==> src/rtl/fixed_point_multiplier_pipe.sv <==
// Signed fixed-point multiplier with selectable rounding, optional saturation and a stallable pipeline.
// Latency: PIPE_STAGES cycles from the accepting edge to out_valid; one product per cycle at full rate.
// Backpressure: a single global enable freezes every stage while out_valid & ~out_ready; in_ready follows it.
module fixed_point_multiplier_pipe #(
  parameter int A_WORD_LEN  = 9,
  parameter int A_FRAC_LEN  = 8,
  parameter int B_WORD_LEN  = 9,
  parameter int B_FRAC_LEN  = 8,
  parameter int C_WORD_LEN  = 10,
  parameter int C_FRAC_LEN  = 8,
  parameter int PIPE_STAGES = 2,
  parameter int ROUND_MODE  = 0,
  parameter int SATURATE    = 1
) (
  input  logic                  clk,
  input  logic                  rst,
  input  logic                  in_valid,
  output logic                  in_ready,
  input  logic [A_WORD_LEN-1:0] a,
  input  logic [B_WORD_LEN-1:0] b,
  output logic                  out_valid,
  input  logic                  out_ready,
  output logic [C_WORD_LEN-1:0] c,
  output logic                  overflow
);

  // Full-precision product width and the binary-point shift from product to result.
  localparam int PW = A_WORD_LEN + B_WORD_LEN;
  localparam int SH = A_FRAC_LEN + B_FRAC_LEN - C_FRAC_LEN;
  localparam int SR = (SH > 0) ? SH : 0;
  localparam int SL = (SH < 0) ? -SH : 0;

  // Working width for the rescaled value: one guard bit for the rounding add,
  // room for a left shift, and never narrower than the result plus a sign bit
  // so the range comparison is always exact.
  localparam int RW0 = PW + 1 + SL;
  localparam int RW  = (RW0 > C_WORD_LEN + 1) ? RW0 : C_WORD_LEN + 1;

  // Half-LSB of the result, expressed in product units; zero when truncating
  // or when the result has at least as many fraction bits as the product.
  localparam int RND_POS = (SR > 0) ? SR - 1 : 0;
  localparam logic signed [RW-1:0] RND =
    (ROUND_MODE == 1 && SR > 0) ? ({{(RW-1){1'b0}}, 1'b1} << RND_POS) : '0;

  // Representable range of c, sign-extended to the working width.
  localparam logic signed [RW-1:0] MAXV = {{(RW-C_WORD_LEN+1){1'b0}}, {(C_WORD_LEN-1){1'b1}}};
  localparam logic signed [RW-1:0] MINV = {{(RW-C_WORD_LEN+1){1'b1}}, {(C_WORD_LEN-1){1'b0}}};

  if (PIPE_STAGES < 1 || PIPE_STAGES > 8) begin : g_bad_stages
    $error("fixed_point_multiplier_pipe: PIPE_STAGES must be within 1..8");
  end
  if (ROUND_MODE != 0 && ROUND_MODE != 1) begin : g_bad_round
    $error("fixed_point_multiplier_pipe: ROUND_MODE must be 0 or 1");
  end

  logic                   en;
  logic [PIPE_STAGES-1:0] vld_q;
  logic signed [PW-1:0]   a_ext;
  logic signed [PW-1:0]   b_ext;
  logic signed [PW-1:0]   prod;
  logic signed [PW-1:0]   last_prod;
  logic signed [RW-1:0]   ext;
  logic signed [RW-1:0]   sum;
  logic signed [RW-1:0]   r;
  logic                   ovf_nxt;
  logic [C_WORD_LEN-1:0]  c_nxt;

  // The whole pipe moves together: it may advance whenever the output slot is
  // empty or being drained this cycle. Nothing here depends on in_valid.
  assign en        = ~vld_q[PIPE_STAGES-1] | out_ready;
  assign in_ready  = en;
  assign out_valid = vld_q[PIPE_STAGES-1];

  // Exact product: both operands sign-extended to the full product width first.
  assign a_ext = PW'($signed(a));
  assign b_ext = PW'($signed(b));
  assign prod  = a_ext * b_ext;

  if (PIPE_STAGES == 1) begin : g_one
    // Single stage: multiply, rescale and range-check all feed the output register.
    assign last_prod = prod;
  end else begin : g_multi
    logic signed [PW-1:0] prod_q [PIPE_STAGES-1];

    // Carry the raw product through every stage except the last.
    always_ff @(posedge clk or posedge rst) begin
      if (rst) begin
        for (int i = 0; i < PIPE_STAGES - 1; i++) prod_q[i] <= '0;
      end else if (en) begin
        prod_q[0] <= prod;
        for (int i = 1; i < PIPE_STAGES - 1; i++) prod_q[i] <= prod_q[i-1];
      end
    end

    assign last_prod = prod_q[PIPE_STAGES-2];
  end

  // Valid bits shift alongside the data; an idle input cycle becomes a bubble.
  always_ff @(posedge clk or posedge rst) begin
    if (rst) begin
      vld_q <= '0;
    end else if (en) begin
      vld_q[0] <= in_valid;
      for (int i = 1; i < PIPE_STAGES; i++) vld_q[i] <= vld_q[i-1];
    end
  end

  // Rescale to the output binary point, then clamp or wrap into C_WORD_LEN bits.
  always_comb begin
    ext     = RW'(last_prod);
    sum     = ext + RND;
    r       = (sum >>> SR) <<< SL;
    ovf_nxt = (r > MAXV) || (r < MINV);
    if (ovf_nxt && SATURATE == 1) begin
      c_nxt = r[RW-1] ? MINV[C_WORD_LEN-1:0] : MAXV[C_WORD_LEN-1:0];
    end else begin
      c_nxt = r[C_WORD_LEN-1:0];
    end
  end

  // Final stage register: holds c and overflow steady while the consumer stalls.
  always_ff @(posedge clk or posedge rst) begin
    if (rst) begin
      c        <= '0;
      overflow <= 1'b0;
    end else if (en) begin
      c        <= c_nxt;
      overflow <= ovf_nxt;
    end
  end

endmodule

==> config.mk <==
export PLATFORM = sky130hd
export DESIGN_NAME = fixed_point_multiplier_pipe
export DESIGN_NICKNAME = d
export VERILOG_FILES = /design/src/rtl/fixed_point_multiplier_pipe.sv
export SDC_FILE = /design/constraint.sdc
export NUM_CORES = 1
export LEC_CHECK = 0
export ABC_AREA = 1
export BUFFER_PORTS_ARGS = -buffer_cell sky130_fd_sc_hd__buf_2
export CAP_MARGIN = 0
export CORE_AREA = 2 2 114 116
export CTS_BUF_LIST = sky130_fd_sc_hd__clkbuf_16
export DETAILED_ROUTE_END_ITERATION = 10
export DIE_AREA = 0 0 116 118
export HOLD_SLACK_MARGIN = 0.1
export PLACE_DENSITY = 0.6
export SLEW_MARGIN = 20
export SYNTH_ARGS = -nofsm -noshare
export SYNTH_HDL_FRONTEND = slang
export SYNTH_SLANG_ARGS = --single-unit
==> constraint.sdc <==
create_clock -name clk -period 1.1 [get_ports clk]
set_clock_uncertainty 0.2 [all_clocks]
set_input_delay 0.055 -clock clk [delete_from_list [all_inputs] [get_ports clk]]
set_output_delay 0.055 -clock clk [all_outputs]
set_load 0.02 [all_outputs]
* Word level (Yosys, flattened, before mapping)
Cells that the tools add are included.
** Word-level totals
- Register bits after elaboration :: 31
- Input port bits :: 22
- Logic and storage cells :: 12
** Cells by class
- $mul :: 1
- Order comparisons :: 2
- Muxes and demuxes :: 2
- Bitwise logic cells :: 2
- Reduce and logical (&&, ||, !) cells :: 1
** Operators with widths (number)
- $mux 10 :: 2
- $mul 9x9->18 :: 1
- $gt 10x10->1 const B :: 1
- $lt 10x10->1 const B :: 1
- $logic_or 1x1->1 :: 1
- $not 1->1 :: 1
- $or 1x1->1 :: 1

* Logic depth before layout (Yosys ltp)
Gate-level depths: netlist of the first run.
- Word-level depth :: 3
- Depth in mapped cells :: 22
- Mapped depth without buffers :: 21

* Worst setup path before layout of the first run
No wires, ideal clock.
- Path kind :: input-to-reg
- Start :: input a[8]
- End :: register g_multi.prod_q[17] (netlist bit)
- Setup time :: 117 ps
- Arrival time :: 4125 ps
- Data required time :: 783 ps
- Slack :: -3342 ps
- Cell stages on the path :: 18
- Path buffers :: 1
- Cell sequence :: clkbuf_1 > nand2_1 > inv_1 > fa_1 > fa_1 > inv_1 > fa_1 > fa_1 > inv_1 > ha_1 > ha_1 > nand2_1 > nor4_2 > nand2_2 > nand2_1 > nand2_1 > nand3_1 > nand2_1
** Between the ends
- Longest elaborated chain between the ends :: 1
** Ends and longest elaborated chain
- from (decl) :: line 19 : input logic [A_WORD_LEN-1:0] a,
- $mul 9x9->18 :: line 77 : assign prod = a_ext * b_ext;
- to (decl) :: line 83 : logic signed [PW-1:0] prod_q [PIPE_STAGES-1];
No other way between the ends.
A chain may end at the register's enable or synchronous reset.

* Final worst setup path of the first run
- Start :: input b[8]
- End :: register g_multi.prod_q[9] (netlist bit)
** Between the ends
- Longest elaborated chain between the ends :: 1
** Ends and longest elaborated chain
- from (decl) :: line 20 : input logic [B_WORD_LEN-1:0] b,
- $mul 9x9->18 :: line 77
No other way between the ends.

==> results of run 1 <==
-- kinds of logic after synthesis --
| family | share of synthesized area |
|---|---|
| XOR/XNOR | 0.01643 |
| flip-flops | 0.1350 |
| AO/OA/AOI/OAI | 0.03316 |
| AND/OR/NAND/NOR | 0.2521 |
| buffers and inverters | 0.1426 |
| adder cells (fa/ha/maj) | 0.4208 |
-- power groups by stage --
stage / Sequential (mW) / Clock [mW] / Combinational [mW]
4_1_cts: 1.50 / 0.775 / 16.7
3_5_place_dp: 1.49 / 0 / 15.4
3_3_place_gp: 1.48 / 0 / 15.2
6_report: 1.53 / 0.756 / 17.6
5_1_grt: 1.58 / 0.814 / 19.7
2_1_floorplan: 1.68 / 0 / 10.8
-- sequential cells by signal, summed over array words and instances (netlist names) --
name,flops
c,10
vld_q,2
g_multi.prod_q,10
overflow,1
-- worst max-delay path, stage by stage --
cell        delay (ns)
buf_8             0.08
clkinvlp_4        0.11
or2_4             0.24
fa_1              0.45
fa_1              0.49
inv_1             0.05
fa_1              0.45
fa_1              0.51
fa_2              0.60
ha_4              0.22
a21oi_4           0.16
buf_4             0.13
nand2_4           0.06
or2_1             0.21
nand3_1           0.06
o21ai_1           0.06
-- per-layer routing --
metal,wire length [um],vias to the layer above,GRT usage
li1,-,1801,-
met1,4034,1797,0.1835
met2,5264,43,0.2920
met3,220,6,0.01184
met4,65,0,0.01935
met5,0,-,0
-- layout by cell type, fill, tap and decap left out, drive strengths merged --
cell	synthesis	layout
xor2	4	4
nand3b	8	8
xnor2	4	4
a31oi	1	1
fa	69	69
nor4	2	2
clkbuf	16	5
or2	5	5
inv	134	134
ha	33	33
nand2	190	190
nand3	17	17
o21bai	1	1
nand4	1	1
nor2	20	20
buf	5	103
clkinvlp	0	1
o21ai	11	11
dfrtp	23	23
a21oi	13	13
dlygate4sd3	0	2
-- how the worst max path moves through the flow --
| stage | to | depth (start not counted) | from |
|---|---|---|---|
| floorplan | g_multi.prod_q[15] | 17 | a[5] |
| global placement | g_multi.prod_q[13] | 20 | b[8] |
| detailed placement | g_multi.prod_q[13] | 20 | b[8] |
| CTS | g_multi.prod_q[13] | 19 | b[8] |
| global route | g_multi.prod_q[13] | 19 | b[8] |
| finish | g_multi.prod_q[9] | 16 | b[8] |
-- per-stage QoR --
stage | setup TNS, ns | instance area [sq um] | power (mW)
floorplan | -30.10 | 4658 | 12.45
global placement | -31.73 | 5280 | 16.68
detailed placement | -32.38 | 5280 | 16.85
CTS | -30.59 | 5605 | 18.98
global route | -32.28 | 5769 | 22.06
finish | -29.94 | 5769 | 19.91
-- timing repair --
item,4_1_cts,5_1_grt
pin swaps,24,26
cloned,1,1
hold endpoints to repair,25,0
gates resized for setup,44,47
endpoints found under the setup margin,22,24
setup buffers,9,1
hold buffers,2,0
-- cell type report --
class	count	area, sq um	share of cell area
clock inverter	1	3.754	0.0006506
sequential	23	576.8	0.09998
inverter	134	506.7	0.08783
timing repair buffer	107	837.1	0.1451
clock buffer	3	75.07	0.01301
tap	172	215.2	0.03730
multi-input combinational	379	3555	0.6161
==> reports/metrics.csv, run 1 <==
stage,metric,value,unit
outcome,status,"complete, but fails checks",
outcome,failing checks,setup timing,
worst_setup_path,WS Path Type,in -> reg,
place,hpwl dp,8032,um
grt,GRT Overall Usage,0.1509,
timing,Setup WS post-layout,-2.911,ns
worst_setup_path,worst r2r src,vld_q[1],
worst_setup_path,maximum fanout along the worst path,5,
route,# DRC,0,
logic_synthesis,syn_area_per_cell,7.655,sq um
route,DRT iter0 DRCs,129,
grt,largest net degree at the start of global routing,24,
floorplan,io pins,35,
logic_synthesis,most area-hungry cell type in the Yosys netlist,fa_1,
floorplan,Starting Density,0.3435,
power_and_ir_drop,Internal,10.42,mW
cts,number of CTS-inserted buffers,3,
route,total wire length,9585,um
floorplan,core area,12410,sq um
worst_setup_path,worst r2r dst,g_multi.prod_q[16],
floorplan,die height,118,um
power_and_ir_drop,combinational share of power,0.885,
route,Routed Antenna Nets,0,
hold_path,hold path cells,6,
grt,first-pass GRT wire length,17150,um
route,DR pass1 iterations,4,
logic_synthesis,Netlist cell types,29,
floorplan,width of the die,116,um
grt,initial antenna violation count,0,
route,vias post-DR,3647,
power_and_ir_drop,Sw Share,0.4766,
timing,Finish-stage setup viols,24,
power_and_ir_drop,sequential share of power,0.077,
logic_synthesis,Post-Syn Instances,557,
logic_synthesis,"EDFF count, synth",0,
grt,number of global-route vias before repair,4011,
timing,hold slack,0.1160,ns
place,routability congestion estimate from global placement,0.8053,
logic_synthesis,Post-synth top flop,dfrtp_1,
grt,final global-route overflow total,0,
cts,Worst-path clk slew,0.06,ns
logic_synthesis,yosys warns,0,
power_and_ir_drop,power per standard cell area,3452,nW/um^2
layout,# fillers,1226,
power_and_ir_drop,maximum vdd ir drop,1.974,mV
logic_synthesis,Yosys reg bits,23,
logic_synthesis,commonest cells in the netlist,"nand2_1 (176), inv_1 (133), fa_1 (69)",
layout,Util after Layout,0.4647,
cts,H-Tree Depth,1,
logic_synthesis,Mapped Area,4264,sq um
timing,Slew Limit Fails,0,
worst_setup_path,Crit. End Element,flop,
worst_setup_path,WP data required,1.04,ns
power_and_ir_drop,Net Switching,9.490,mW
logic_synthesis,Synth area leaders,"fa_1 (32%), nand2_1 (15%), dfrtp_1 (13%)",
logic_synthesis,Yosys top cell area share,0.3239,
layout,Non-Filler Instances,819,
timing,relative slew slack,0.8084,
logic_synthesis,asr flop ratio synth,1.000,
power_and_ir_drop,Clock power frac,0.038,
place,placed instance count,801,
worst_setup_path,R2R depth,7,
hold_path,WHS Endpoint,overflow,
route,post-DR vias/cell,4.453,
timing,final worst path period need,4.011,ns
flow_run,Max Cap Violations,0,
place,number of port buffers,34,
cts,CTS tree,done,
layout,Area Overhead vs Synth,35.30,%
hold_path,Hold Crit Start,out_ready,
logic_synthesis,sequential element share of the synthesized area,0.1350,
route,WL/cell,11.70,um
logic_synthesis,syn_nets,681,
layout,# nets final,772,
hold_path,HP Class,in -> reg,
timing,RSZ-0062 raised after global routing,true,
layout,diodes inserted,0,
timing,Least-Margin Pin Slew,0.2874,ns
worst_setup_path,R2R setup slack,-0.18,ns
layout,share of cells above drive strength 1,0.3447,
worst_setup_path,Worst Setup Start Kind,primary input,
floorplan,die area,13690,sq um
logic_synthesis,most common cell in the netlist,nand2_1,
worst_setup_path,Worst EP arrival,3.95,ns
cts,CTS sink cnt,23,
timing,final hold viol count,0,
cts,clock latency on the worst-skew pair,0.25,ns
cts,Max clock buf depth,2,
timing,Final Cycle Share,3.646,
power_and_ir_drop,leakage power figure,3.146,nW
timing,FMAX,249.3,MHz
place,"worst slack, placed",-3.297,ns
cts,root buffer cell,clkbuf_16,
floorplan,# rows,41,
(Power assumes the default switching activity.)
==> inputs of run 2 (changes only) <==
SETUP_SLACK_MARGIN = 0.5   (was unset)
==> reports/metrics.csv, run 2 (same netlist as run 1, synthesis figures left out) <==
stage,metric,value,unit,change
worst_setup_path,WP data required,1.04,ns,about the same
timing,FMAX,251.4,MHz,+0.82%
worst_setup_path,Worst Setup Start Kind,primary input,,
timing,Finish-stage setup viols,24,,unchanged
route,vias post-DR,3627,,-0.55%
route,# DRC,0,,unchanged
timing,final hold viol count,25,,+25
power_and_ir_drop,Net Switching,9.668,mW,+1.9%
place,number of port buffers,34,,unchanged
outcome,status,"complete, but fails checks",,
layout,Non-Filler Instances,817,,-0.24%
worst_setup_path,Crit. End Element,flop,,
power_and_ir_drop,Sw Share,0.4742,,-0.002400
flow_run,Max Cap Violations,0,,unchanged
grt,initial antenna violation count,0,,unchanged
cts,Worst-path clk slew,0.06,ns,about the same
grt,GRT Overall Usage,0.1546,,+0.003694
layout,# nets final,770,,-0.26%
floorplan,core area,12410,sq um,unchanged
power_and_ir_drop,combinational share of power,0.884,,about the same
cts,Max clock buf depth,2,,unchanged
power_and_ir_drop,power consumption,20.39,mW,+2.4%
power_and_ir_drop,leakage power figure,3.142,nW,-0.14%
worst_setup_path,Worst EP arrival,3.92,ns,-0.03 ns
cts,clock latency on the worst-skew pair,0.25,ns,about the same
cts,root buffer cell,clkbuf_16,,
cts,CTS sink cnt,23,,unchanged
route,DR pass1 iterations,4,,unchanged
place,"worst slack, placed",-3.259,ns,+0.03766 ns
grt,first-pass GRT wire length,17610,um,+2.7%
worst_setup_path,WS Path Type,in -> reg,,
layout,share of cells above drive strength 1,0.3612,,+0.01657
worst_setup_path,maximum fanout along the worst path,5,,unchanged
route,post-DR vias/cell,4.439,,-0.30%
timing,Slew Limit Fails,0,,unchanged
timing,Setup WS post-layout,-2.879,ns,+0.03258 ns
floorplan,width of the die,116,um,unchanged
layout,largest registers,"c: 10 flops, g_multi.prod_q: 10 flops, vld_q: 2 flops",,
power_and_ir_drop,Clock power frac,0.038,,about the same
route,DRT iter0 DRCs,124,,-3.9%
outcome,failing checks,"hold timing, setup timing",,
worst_setup_path,R2R depth,7,,unchanged
place,placed instance count,798,,-0.37%
cts,H-Tree Depth,1,,unchanged
floorplan,die height,118,um,unchanged
power_and_ir_drop,sequential share of power,0.078,,about the same
timing,relative slew slack,0.6690,,-0.1394
timing,Least-Margin Pin Slew,0.4954,ns,+0.2081 ns
grt,number of global-route vias before repair,4050,,+0.97%
route,total wire length,9629,um,+0.46%
floorplan,die area,13690,sq um,unchanged
grt,final global-route overflow total,0,,unchanged
power_and_ir_drop,maximum vdd ir drop,1.981,mV,+0.36%
floorplan,io pins,35,,unchanged
timing,Final Cycle Share,3.617,,-0.02962
layout,most frequent cells in the layout,"nand2_1 (147), inv_1 (120), fa_1 (64)",,
worst_setup_path,worst r2r src,vld_q[1],,
layout,Area Overhead vs Synth,38.09,%,
cts,CTS tree,done,,
hold_path,HP Class,in -> async,,
place,routability congestion estimate from global placement,0.8052,,about the same
layout,diodes inserted,0,,unchanged
route,WL/cell,11.79,um,+0.70%
timing,final worst path period need,3.979,ns,-0.03258 ns
floorplan,# rows,41,,unchanged
route,Routed Antenna Nets,0,,unchanged
power_and_ir_drop,Internal,10.72,mW,+2.9%
cts,number of CTS-inserted buffers,3,,unchanged
place,hpwl dp,8080,um,+0.59%
timing,RSZ-0062 raised after global routing,true,,
timing,hold slack,-0.3773,ns,-0.4933 ns
floorplan,Starting Density,0.3435,,unchanged
layout,"commonest non-fill, non-tap cell in the layout",nand2_1,,
grt,largest net degree at the start of global routing,24,,unchanged
worst_setup_path,R2R setup slack,-0.24,ns,-0.06 ns
worst_setup_path,worst r2r dst,g_multi.prod_q[12],,
power_and_ir_drop,power per standard cell area,3463,nW/um^2,+0.32%
run 2: cell count changes in the layout (fill, tap and decap cells not counted), sizes merged:
cell	delta
buf	-2
clkbuf	+1
clkinvlp	+2
dlygate4sd3	-2
inv	-1
run 2: power by group through the flow:
stage	logic, mW	clock network [mW]	registers (mW)
after floorplan	10.8	0	1.72
after global placement	15.2	0	1.52
after detailed placement	15.5	0	1.52
after CTS	17.0	0.774	1.58
after global routing	20.1	0.804	1.64
final	18.0	0.765	1.60
run 2: layout make-up:
class	count	area, sq um
tap	172	215.2
clock inverter	1	3.754
clock buffer	3	75.07
multi-input combinational	379	3608
fill	1224	6526
timing repair buffer	104	874.6
timing repair inverter	1	7.507
inverter	134	513.0
sequential	23	590.6
run 2: critical path, stage by stage:
cell and delay (ns):
buf_12 0.08, clkinvlp_4 0.13, or2_4 0.25, fa_1 0.45, fa_1 0.48, inv_1 0.04, fa_1 0.49, fa_1 0.44
fa_2 0.58, ha_4 0.23, a21oi_4 0.18, buf_6 0.12, nand2_4 0.06, or2_1 0.21, nand3_1 0.07, o21ai_1 0.06
run 2: stage by stage:
stage,setup TNS (ns),hold slack (ns),instance area [sq um],util
after floorplan,-30.11,-0.2738,4676,-
after global routing,-31.81,-0.3365,5888,0.4743
after global placement,-31.76,-0.09641,5275,0.4249
after detailed placement,-32.55,-0.08361,5275,0.4249
after CTS,-30.31,-0.3558,5673,0.4570
final,-29.81,-0.3773,5888,0.4743
run 2: what timing repair did:
action / in CTS / in global routing
cloned: 3 / 0
hold endpoints to repair: 27 / 25
setup buffers: 7 / 5
endpoints found under the setup margin: 36 / 36
pin swaps: 19 / 35
gates resized for setup: 68 / 52
run 2: how the worst max path moves through the flow:
stage,slack [ns],end,start,cells after the start
global placement,-3.23,g_multi.prod_q[13],b[8],20
detailed placement,-3.26,g_multi.prod_q[15],b[8],16
floorplan,-3.00,g_multi.prod_q[15],a[5],17
global route,-3.01,g_multi.prod_q[17],b[8],17
CTS,-2.92,g_multi.prod_q[13],b[8],18
finish,-2.88,g_multi.prod_q[9],b[8],16
run 2: layer usage:
| layer | GRT usage | routed length (um) | up-vias |
|---|---|---|---|
| li1 | - | - | 1794 |
| met1 | 0.1997 | 4155 | 1791 |
| met2 | 0.2906 | 5231 | 34 |
| met3 | 0.009784 | 158 | 8 |
| met4 | 0.01414 | 82 | 0 |
| met5 | 0 | 0 | - |
